`src/rtl/sbit_rate_monitor_pkg.sv`:
```
// ---------------------------------------------------------------------------
// sbit_monitor_pkg
// Shared sizing constants, FSM state encoding and small helpers for the
// per-VFAT S-bit rate monitor (sbit_rate_monitor and its sub-blocks).
// No ports: package only.
// ---------------------------------------------------------------------------
package sbit_monitor_pkg;

  localparam int MXVFATS   = 24;
  localparam int MXSBITS   = 64;
  localparam int CNT_BITS  = 24;
  localparam int GATE_BITS = 32;
  localparam int SEL_BITS  = 5;

  // VFAT count expressed in the width of the readout select
  localparam logic [SEL_BITS-1:0]  MXVFATS_SEL = SEL_BITS'(MXVFATS);
  localparam logic [GATE_BITS-1:0] GATE_ONE    = {{(GATE_BITS-1){1'b0}}, 1'b1};
  localparam logic [GATE_BITS-1:0] GATE_ZERO   = {GATE_BITS{1'b0}};

  typedef enum logic [1:0] {
    ST_IDLE  = 2'd0,
    ST_ARM   = 2'd1,
    ST_COUNT = 2'd2,
    ST_LATCH = 2'd3
  } mon_state_e;

  // A zero-length gate would never reach the "last cycle" condition, so it
  // is promoted to a single-clock window.
  function automatic logic [GATE_BITS-1:0] gate_floor(input logic [GATE_BITS-1:0] len);
    logic [GATE_BITS-1:0] res;
    if (len == GATE_ZERO) begin
      res = GATE_ONE;
    end else begin
      res = len;
    end
    return res;
  endfunction

endpackage

```
`src/rtl/sbit_rate_monitor_if.sv`:
```
// ---------------------------------------------------------------------------
// sbit_rate_monitor_if
// Bundles the aligned S-bit bus, the measurement controls and the slow-control
// readout of the rate monitor.
//   master : trigger/slow-control side (drives S-bits, mask, gate, start,
//            continuous, sel_vfat; receives rate/overflow/busy/done)
//   slave  : the monitor itself
// Parameter CNT_BITS sets the width of the rate readout.
// ---------------------------------------------------------------------------
interface sbit_rate_monitor_if #(
  parameter int CNT_BITS = sbit_monitor_pkg::CNT_BITS
);
  import sbit_monitor_pkg::*;

  logic [MXVFATS*MXSBITS-1:0] sbits;
  logic [MXVFATS-1:0]         sbit_mask;
  logic [GATE_BITS-1:0]       gate_length;
  logic                       start_i;
  logic                       continuous_i;
  logic [SEL_BITS-1:0]        sel_vfat;
  logic [CNT_BITS-1:0]        rate_o;
  logic                       overflow_o;
  logic                       busy_o;
  logic                       done_o;

  modport master (
    output sbits, sbit_mask, gate_length, start_i, continuous_i, sel_vfat,
    input  rate_o, overflow_o, busy_o, done_o
  );

  modport slave (
    input  sbits, sbit_mask, gate_length, start_i, continuous_i, sel_vfat,
    output rate_o, overflow_o, busy_o, done_o
  );

endinterface

```
`src/rtl/sbit_rate_monitor_sat_counter.sv`:
```
// ---------------------------------------------------------------------------
// sat_counter
// WIDTH-bit up counter that saturates at all-ones instead of wrapping.
// An increment attempted while saturated sets a sticky overflow flag.
// Ports:
//   clock    : fabric clock
//   reset_i  : synchronous active-low reset
//   clr_i    : clear count and overflow (wins over en_i)
//   en_i     : increment request
//   count_o  : current count
//   ovf_o    : overflow flag
// ---------------------------------------------------------------------------
module sat_counter #(
  parameter int WIDTH = 24
) (
  input  logic             clock,
  input  logic             reset_i,
  input  logic             clr_i,
  input  logic             en_i,
  output logic [WIDTH-1:0] count_o,
  output logic             ovf_o
);

  localparam logic [WIDTH-1:0] CNT_MAX  = {WIDTH{1'b1}};
  localparam logic [WIDTH-1:0] CNT_ONE  = {{(WIDTH-1){1'b0}}, 1'b1};
  localparam logic [WIDTH-1:0] CNT_ZERO = {WIDTH{1'b0}};

  logic [WIDTH-1:0] count_q, count_d;
  logic             ovf_q, ovf_d;

  // Next count: clear, saturating increment, or hold
  always_comb begin
    count_d = count_q;
    ovf_d   = ovf_q;
    if (clr_i) begin
      count_d = CNT_ZERO;
      ovf_d   = 1'b0;
    end else if (en_i) begin
      if (count_q == CNT_MAX) begin
        ovf_d = 1'b1;
      end else begin
        count_d = count_q + CNT_ONE;
      end
    end else begin
      count_d = count_q;
    end
  end

  // Counter and flag registers
  always_ff @(posedge clock) begin
    if (!reset_i) begin
      count_q <= CNT_ZERO;
      ovf_q   <= 1'b0;
    end else begin
      count_q <= count_d;
      ovf_q   <= ovf_d;
    end
  end

  assign count_o = count_q;
  assign ovf_o   = ovf_q;

endmodule

```
`src/rtl/sbit_rate_monitor.sv`:
```
// ---------------------------------------------------------------------------
// sbit_rate_monitor
// Counts, over a programmable gate window, the clocks in which each VFAT has
// any unmasked S-bit set. Results are latched per VFAT at the end of each
// window and read back one VFAT at a time.
// Ports:
//   clock    : 40 MHz fabric clock (same domain as aligned S-bits)
//   reset_i  : synchronous active-low reset
//   bus      : sbit_rate_monitor_if.slave (S-bits, mask, gate_length,
//              start_i, continuous_i, sel_vfat in; rate_o, overflow_o,
//              busy_o, done_o out; all outputs registered)
// Timing: start accepted at edge E0 -> ARM at E0+1 -> G COUNT edges ->
// LATCH edge E0+G+2, where done_o rises together with the new results.
// ---------------------------------------------------------------------------
module sbit_rate_monitor #(
  parameter int CNT_BITS = sbit_monitor_pkg::CNT_BITS
) (
  input  logic                clock,
  input  logic                reset_i,
  sbit_rate_monitor_if.slave  bus
);
  import sbit_monitor_pkg::*;

  mon_state_e           state_q, state_d;
  logic [GATE_BITS-1:0] glen_q, glen_d;
  logic [GATE_BITS-1:0] gate_q, gate_d;
  logic [MXVFATS-1:0]   hit_q, hit_d;
  logic                 arm_s, count_s, latch_s;
  logic                 busy_q, busy_d;
  logic                 done_q, done_d;

  logic [CNT_BITS-1:0]  cnt_s [MXVFATS];
  logic [MXVFATS-1:0]   ovf_s;
  logic [CNT_BITS-1:0]  lat_rate_q [MXVFATS];
  logic [MXVFATS-1:0]   lat_ovf_q;
  logic [CNT_BITS-1:0]  rate_q, rate_d;
  logic                 ovf_q, ovf_d;

  // Stage-1 hit: any S-bit of a VFAT, gated by its mask bit
  always_comb begin
    hit_d = {MXVFATS{1'b0}};
    for (int v = 0; v < MXVFATS; v++) begin
      hit_d[v] = (|bus.sbits[v*MXSBITS +: MXSBITS]) & ~bus.sbit_mask[v];
    end
  end

  // Stage-1 hit register, sampled every clock regardless of FSM state
  always_ff @(posedge clock) begin
    if (!reset_i) begin
      hit_q <= {MXVFATS{1'b0}};
    end else begin
      hit_q <= hit_d;
    end
  end

  // FSM next state, gate counter and per-state strobes
  always_comb begin
    state_d = state_q;
    glen_d  = glen_q;
    gate_d  = gate_q;
    arm_s   = 1'b0;
    count_s = 1'b0;
    latch_s = 1'b0;
    case (state_q)
      ST_IDLE: begin
        if (bus.start_i) begin
          glen_d  = gate_floor(bus.gate_length);
          state_d = ST_ARM;
        end else begin
          state_d = ST_IDLE;
        end
      end
      ST_ARM: begin
        arm_s   = 1'b1;
        gate_d  = glen_q;
        state_d = ST_COUNT;
      end
      ST_COUNT: begin
        // hit_q lags sbits by one edge, so COUNT edges E1+1..E1+G
        // accumulate the samples taken at E1..E1+G-1
        count_s = 1'b1;
        if (gate_q == GATE_ONE) begin
          state_d = ST_LATCH;
        end else begin
          gate_d  = gate_q - GATE_ONE;
          state_d = ST_COUNT;
        end
      end
      ST_LATCH: begin
        latch_s = 1'b1;
        if (bus.continuous_i) begin
          state_d = ST_ARM;
        end else begin
          state_d = ST_IDLE;
        end
      end
      default: begin
        state_d = ST_IDLE;
      end
    endcase
    busy_d = (state_d != ST_IDLE);
    done_d = latch_s;
  end

  // FSM, gate and status registers
  always_ff @(posedge clock) begin
    if (!reset_i) begin
      state_q <= ST_IDLE;
      glen_q  <= GATE_ZERO;
      gate_q  <= GATE_ZERO;
      busy_q  <= 1'b0;
      done_q  <= 1'b0;
    end else begin
      state_q <= state_d;
      glen_q  <= glen_d;
      gate_q  <= gate_d;
      busy_q  <= busy_d;
      done_q  <= done_d;
    end
  end

  // One saturating counter per VFAT; ARM clears, COUNT accumulates hits
  for (genvar v = 0; v < MXVFATS; v++) begin : g_cnt
    sat_counter #(.WIDTH(CNT_BITS)) u_cnt (
      .clock   (clock),
      .reset_i (reset_i),
      .clr_i   (arm_s),
      .en_i    (count_s & hit_q[v]),
      .count_o (cnt_s[v]),
      .ovf_o   (ovf_s[v])
    );
  end

  // Latched result arrays, updated only on the LATCH edge
  always_ff @(posedge clock) begin
    if (!reset_i) begin
      for (int v = 0; v < MXVFATS; v++) begin
        lat_rate_q[v] <= {CNT_BITS{1'b0}};
      end
      lat_ovf_q <= {MXVFATS{1'b0}};
    end else if (latch_s) begin
      for (int v = 0; v < MXVFATS; v++) begin
        lat_rate_q[v] <= cnt_s[v];
      end
      lat_ovf_q <= ovf_s;
    end
  end

  // Readout mux; out-of-range selects read as zero
  always_comb begin
    rate_d = {CNT_BITS{1'b0}};
    ovf_d  = 1'b0;
    if (bus.sel_vfat < MXVFATS_SEL) begin
      rate_d = lat_rate_q[bus.sel_vfat];
      ovf_d  = lat_ovf_q[bus.sel_vfat];
    end else begin
      rate_d = {CNT_BITS{1'b0}};
      ovf_d  = 1'b0;
    end
  end

  // Readout registers
  always_ff @(posedge clock) begin
    if (!reset_i) begin
      rate_q <= {CNT_BITS{1'b0}};
      ovf_q  <= 1'b0;
    end else begin
      rate_q <= rate_d;
      ovf_q  <= ovf_d;
    end
  end

  assign bus.rate_o     = rate_q;
  assign bus.overflow_o = ovf_q;
  assign bus.busy_o     = busy_q;
  assign bus.done_o     = done_q;

endmodule

```
`src/flat_wrapper.sv`:
```
// flat-port wrapper written by rule: the top's interface ports become plain ports
module sbit_rate_monitor_flat import sbit_monitor_pkg::*;
#(
  parameter int CNT_BITS = sbit_monitor_pkg::CNT_BITS
)
  (clock, reset_i, bus_sbits, bus_sbit_mask, bus_gate_length, bus_start_i, bus_continuous_i, bus_sel_vfat, bus_rate_o, bus_overflow_o, bus_busy_o, bus_done_o);
  sbit_rate_monitor_if #(.CNT_BITS(CNT_BITS)) bus_i ();
  input  logic clock;
  input  logic reset_i;
  input wire logic [$bits(bus_i.sbits)-1:0] bus_sbits;
  input wire logic [$bits(bus_i.sbit_mask)-1:0] bus_sbit_mask;
  input wire logic [$bits(bus_i.gate_length)-1:0] bus_gate_length;
  input wire logic [$bits(bus_i.start_i)-1:0] bus_start_i;
  input wire logic [$bits(bus_i.continuous_i)-1:0] bus_continuous_i;
  input wire logic [$bits(bus_i.sel_vfat)-1:0] bus_sel_vfat;
  output wire logic [$bits(bus_i.rate_o)-1:0] bus_rate_o;
  output wire logic [$bits(bus_i.overflow_o)-1:0] bus_overflow_o;
  output wire logic [$bits(bus_i.busy_o)-1:0] bus_busy_o;
  output wire logic [$bits(bus_i.done_o)-1:0] bus_done_o;
  assign bus_i.sbits = bus_sbits;
  assign bus_i.sbit_mask = bus_sbit_mask;
  assign bus_i.gate_length = bus_gate_length;
  assign bus_i.start_i = bus_start_i;
  assign bus_i.continuous_i = bus_continuous_i;
  assign bus_i.sel_vfat = bus_sel_vfat;
  assign bus_rate_o = bus_i.rate_o;
  assign bus_overflow_o = bus_i.overflow_o;
  assign bus_busy_o = bus_i.busy_o;
  assign bus_done_o = bus_i.done_o;
  sbit_rate_monitor #(.CNT_BITS(CNT_BITS)) u_core (.clock(clock), .reset_i(reset_i), .bus(bus_i));
endmodule
```
`config.mk`:
```
export PLATFORM = sky130hd
export DESIGN_NAME = sbit_rate_monitor_flat
export DESIGN_NICKNAME = d
export VERILOG_FILES = /design/src/rtl/sbit_rate_monitor_pkg.sv /design/src/rtl/sbit_rate_monitor_if.sv /design/src/rtl/sbit_rate_monitor_sat_counter.sv /design/src/rtl/sbit_rate_monitor.sv /design/src/flat_wrapper.sv
export SDC_FILE = /design/constraint.sdc
export NUM_CORES = 2
export LEC_CHECK = 0
export CORE_AREA = 5 5 628 630
export DETAILED_ROUTE_END_ITERATION = 10
export DIE_AREA = 0 0 633 635
export PLACE_DENSITY = 0.42
export SYNTH_ARGS = -nofsm -noshare
export SYNTH_HDL_FRONTEND = slang
export SYNTH_SLANG_ARGS = --single-unit
```
`constraint.sdc`:
```
create_clock -name clock -period 33 [get_ports clock]
set_input_delay 8.25 -clock clock [delete_from_list [all_inputs] [get_ports clock]]
set_output_delay 8.25 -clock clock [all_outputs]
set_load 0.1 [all_outputs]
```
==> key figures <==
Clocking
  • Post-CTS sizing: 0
  • Post-CTS clock slew at the launch and capture registers of the worst setup and hold paths: 60 ps
  • Number of H-tree levels: 4
  • Insertion delay of the later-clocked pin in the worst-skew pair: 840 ps
  • Sink count of the clock tree: 1317
  • Cts bufs inserted: 163
  • Clock tree from TritonCTS: done
  • Post-CTS setup repair buffer count: 0
  • Clock buffer depth: 4
  • CTS root buf: clkbuf_16
  • Number of buffers inserted by hold repair at cts: 0

GRT
  • Total congestion overflow after global routing: 0
  • Largest net degree at the start of global routing: 202
  • Antenna violations before repair: 30
  • Vias in the first global route: 57660
  • Global-route wire length before repair: 404100 um
  • GR Util All Layers: 13.29%

STA
  • Total negative slack for setup checks: 0 ps
  • F_max: 0.08807 GHz
  • WHS: 455.9 ps
  • Final worst path period need: 11350 ps
  • Slew margin rel.: 8.638%
  • Final setup violation count: 0
  • RSZ-0062 raised after global routing: false
  • Pins over their slew limit: 0
  • Layout Skew: 84.23 ps
  • Fraction of the cycle the final worst path needs: 34.41%
  • Final hold vios: 0
  • Actual transition at the worst max-transition pin: 1358 ps

Yosys
  • Fraction of post-synthesis cell area in the top cell type by area: 27.01%
  • Top post-synthesis cells by area: edfxtp_1, dfxtp_1, and3_1
  • Synth area leader: edfxtp_1
  • Instance count of the mapped netlist: 6376
  • Count of flip-flops with a built-in enable after synthesis: 576
  • Post-synthesis register bit count: 1317
  • Post-synthesis async set-or-reset flop share: 0%
  • Syn Area/Cell: 10.04 um2
  • Warning count from the yosys run: 0
  • Summed instance area of the synthesized netlist: 0.06403 mm2
  • Sequential fraction of the synthesis area: 50.18%
  • Post-synth net total: 8008
  • Primary flip-flop cell chosen by synthesis mapping: dfxtp_1
  • Distinct cells, synth: 79

Run
  • Count of max-cap constraint violations: 0

Drt
  • Vias: 58150
  • DR iter-0 viols: 4065
  • Avg Vias per Cell: 4.417
  • Post-route ant nets: 0
  • Count of unresolved DRC violations after routing: 0
  • Pre-Repair DR Iteration Count: 6
  • Wire length per cell: 21.55 um
  • Detailed Route WL: 283700 um

Critical path
  • Critical path class: primary input to flip-flop
  • Required time of the critical path: 33420 ps
  • Sort of element at the end of the critical path: flip-flop
  • Kind of start point of the critical path: primary input
  • Data arrival time of the worst path: 11770 ps
  • Biggest fanout along the worst timing path: 171

Power and ir drop
  • LEAKAGE: 30.24 nW
  • Worst VDD drop: 0.03312 mV
  • P per Cell Area: 46.62 mW/mm2

Floorplanning
  • FP Rows: 229
  • Die height: 635 um
  • Standard cell core area: 0.3880 mm2
  • Starting utilization of the core area: 16.50%
  • I/O pins: 1628
  • Chip width: 633 um
  • Die Outline Area: 0.4020 mm2

Final layout
  • Multi-input gate area: 0.03023 mm2
  • Layout-stage area growth over the synthesis result: 42.13%
  • Post-route cell area: 0.09100 mm2
  • Area taken by flip-flops and latches: 0.03213 mm2
  • Number of filler cells placed in the layout: 41720
  • Finished Layout Cells: 13170
  • Final layout net count: 9464
  • Share of the core filled with cells: 23.46%
  • Layout cell share with drive strength beyond 1: 6.530%

Placement
  • Instance area at placement: 0.08590 mm2
  • Half-perimeter wire length after placement: 218200 um
  • Routability Congestion: 0.9225
  • Placed Cells: 12860
  • Port-buffer cells: 1627

Status
  • Run status: finished, final reports clean

Worst hold path
  • Worst Hold Class: flip-flop to flip-flop
sequential cells by signal (all words and copies together), names as in the netlist:
register / count
u_core.g_cnt.u_cnt.count_o: 576
u_core.lat_rate_q: 576
u_core.gate_q: 32
u_core.glen_q: 32
u_core.bus.rate_o: 24
u_core.g_cnt.u_cnt.ovf_o: 24
u_core.hit_q: 24
u_core.lat_ovf_q: 24
u_core.state_q: 2
u_core.bus.busy_o: 1
u_core.bus.done_o: 1
u_core.bus.overflow_o: 1
stage by stage:
stage               setup slack (ps)  power [mW]
floorplan                      10100       2.188
global placement               20790       2.534
detailed placement             20670       2.537
CTS                            21610       4.313
global route                   21440       4.423
finish                         21650       4.242
critical path, stage by stage:
cell and delay, ps:
buf_8 190, nand2b_4 680, buf_4 710, buf_12 640, buf_4 940
cells in the mapped netlist (12+ instances only):
library cell / n
o211ai_1: 37
o21a_1: 19
nor2_1: 428
a31o_2: 18
a2111oi_0: 20
nand4_1: 268
o31ai_1: 86
nand3_1: 214
buf_1: 34
or2_2: 38
and3_1: 525
o31a_1: 12
nand2_1: 465
a31oi_1: 61
nor4b_1: 14
o311ai_0: 19
mux4_2: 132
dfxtp_1: 741
or4_1: 99
ha_1: 31
o21ai_0: 175
and4_1: 98
a221oi_1: 17
edfxtp_1: 576
inv_1: 70
nor4_1: 508
xor2_1: 63
a21oi_1: 335
clkbuf_1: 330
and2_1: 183
buf_2: 30
or3_1: 121
a41o_1: 14
mux2i_1: 105
a211oi_1: 57
xnor2_1: 192
nor3_1: 88
report_power, final:
| group | switching, mW | internal [mW] | total [mW] |
|---|---|---|---|
| Sequential | 0.0563 | 1.78 | 1.83 |
| Clock | 0.740 | 1.00 | 1.74 |
| Combinational | 0.378 | 0.288 | 0.665 |
per-layer routing:
metal | track usage (%) | vias to the layer above | routed length [um]
li1 | - | 27580 | -
met1 | 17.81 | 28610 | 125400
met2 | 22.31 | 1660 | 136100
met3 | 1.672 | 303 | 13540
met4 | 3.827 | 4 | 8668
met5 | 0 | - | 27
placed cells by master, fill, tap and decap left out, drive strengths merged, types with 12 or more instances in the layout:
| cell | netlist | final |
|---|---|---|
| clkdlybuf4s50 | 0 | 1623 |
| dfxtp | 741 | 741 |
| edfxtp | 576 | 576 |
| and3 | 525 | 525 |
| nor4 | 512 | 512 |
| nand2 | 465 | 465 |
| nor2 | 428 | 428 |
| a21oi | 335 | 335 |
| nand4 | 269 | 269 |
| clkbuf | 330 | 215 |
| nand3 | 214 | 214 |
| xnor2 | 192 | 192 |
| and2 | 187 | 187 |
| o21ai | 177 | 177 |
| mux4 | 132 | 132 |
| or3 | 121 | 121 |
| mux2i | 105 | 105 |
| or4 | 100 | 100 |
| and4 | 98 | 98 |
| nor3 | 89 | 89 |
| o31ai | 87 | 87 |
| inv | 71 | 81 |
| buf | 68 | 66 |
| xor2 | 63 | 63 |
| a31oi | 61 | 61 |
| clkinv | 1 | 60 |
| a211oi | 57 | 57 |
| or2 | 38 | 38 |
| o211ai | 37 | 37 |
| ha | 31 | 31 |
| a2111oi | 20 | 20 |
| o21a | 19 | 19 |
| o311ai | 19 | 19 |
| a31o | 18 | 18 |
| a221oi | 17 | 17 |
| nor4b | 14 | 14 |
| a41o | 14 | 14 |
| o31a | 12 | 12 |
path summary, 6_finish.rpt:
kind	from	end	slack [ps]	cells past startpoint
setup / recovery	reset_i	u_core.lat_rate_q[22][2]	21650	5
hold / removal	u_core.glen_q[9]	u_core.glen_q[9]	460	2
setup reg to reg	u_core.state_q[1]	u_core.lat_rate_q[22][2]	28490	5
hold reg to reg	u_core.glen_q[9]	u_core.glen_q[9]	460	2
layout make-up:
cell class	instances	share of cell area (%)
Sequential cell	1317	35.31
Multi-Input combinational cell	4589	33.22
Timing Repair Buffer	1689	18.45
Tap cell	5197	7.145
Clock buffer	215	4.797
Clock inverter	81	0.7576
Inverter	72	0.3052
Antenna cell	7	0.01925
logic make-up (layout without fill, tap and decap cells):
group,after synthesis,count (layout),synth area share [%]
DFF,1317,1317,50.18
adders and majority gates,31,31,0.6058
muxes,240,240,6.337
xor gates and xnor gates,255,255,3.488
buffers and inverters,470,2057,2.837
and+or+nand+nor,3103,3103,27.03
AOI/OAI and AO/OA,960,960,9.517
other,0,7,0
Note: power is estimated with default switching activity, not from simulation.
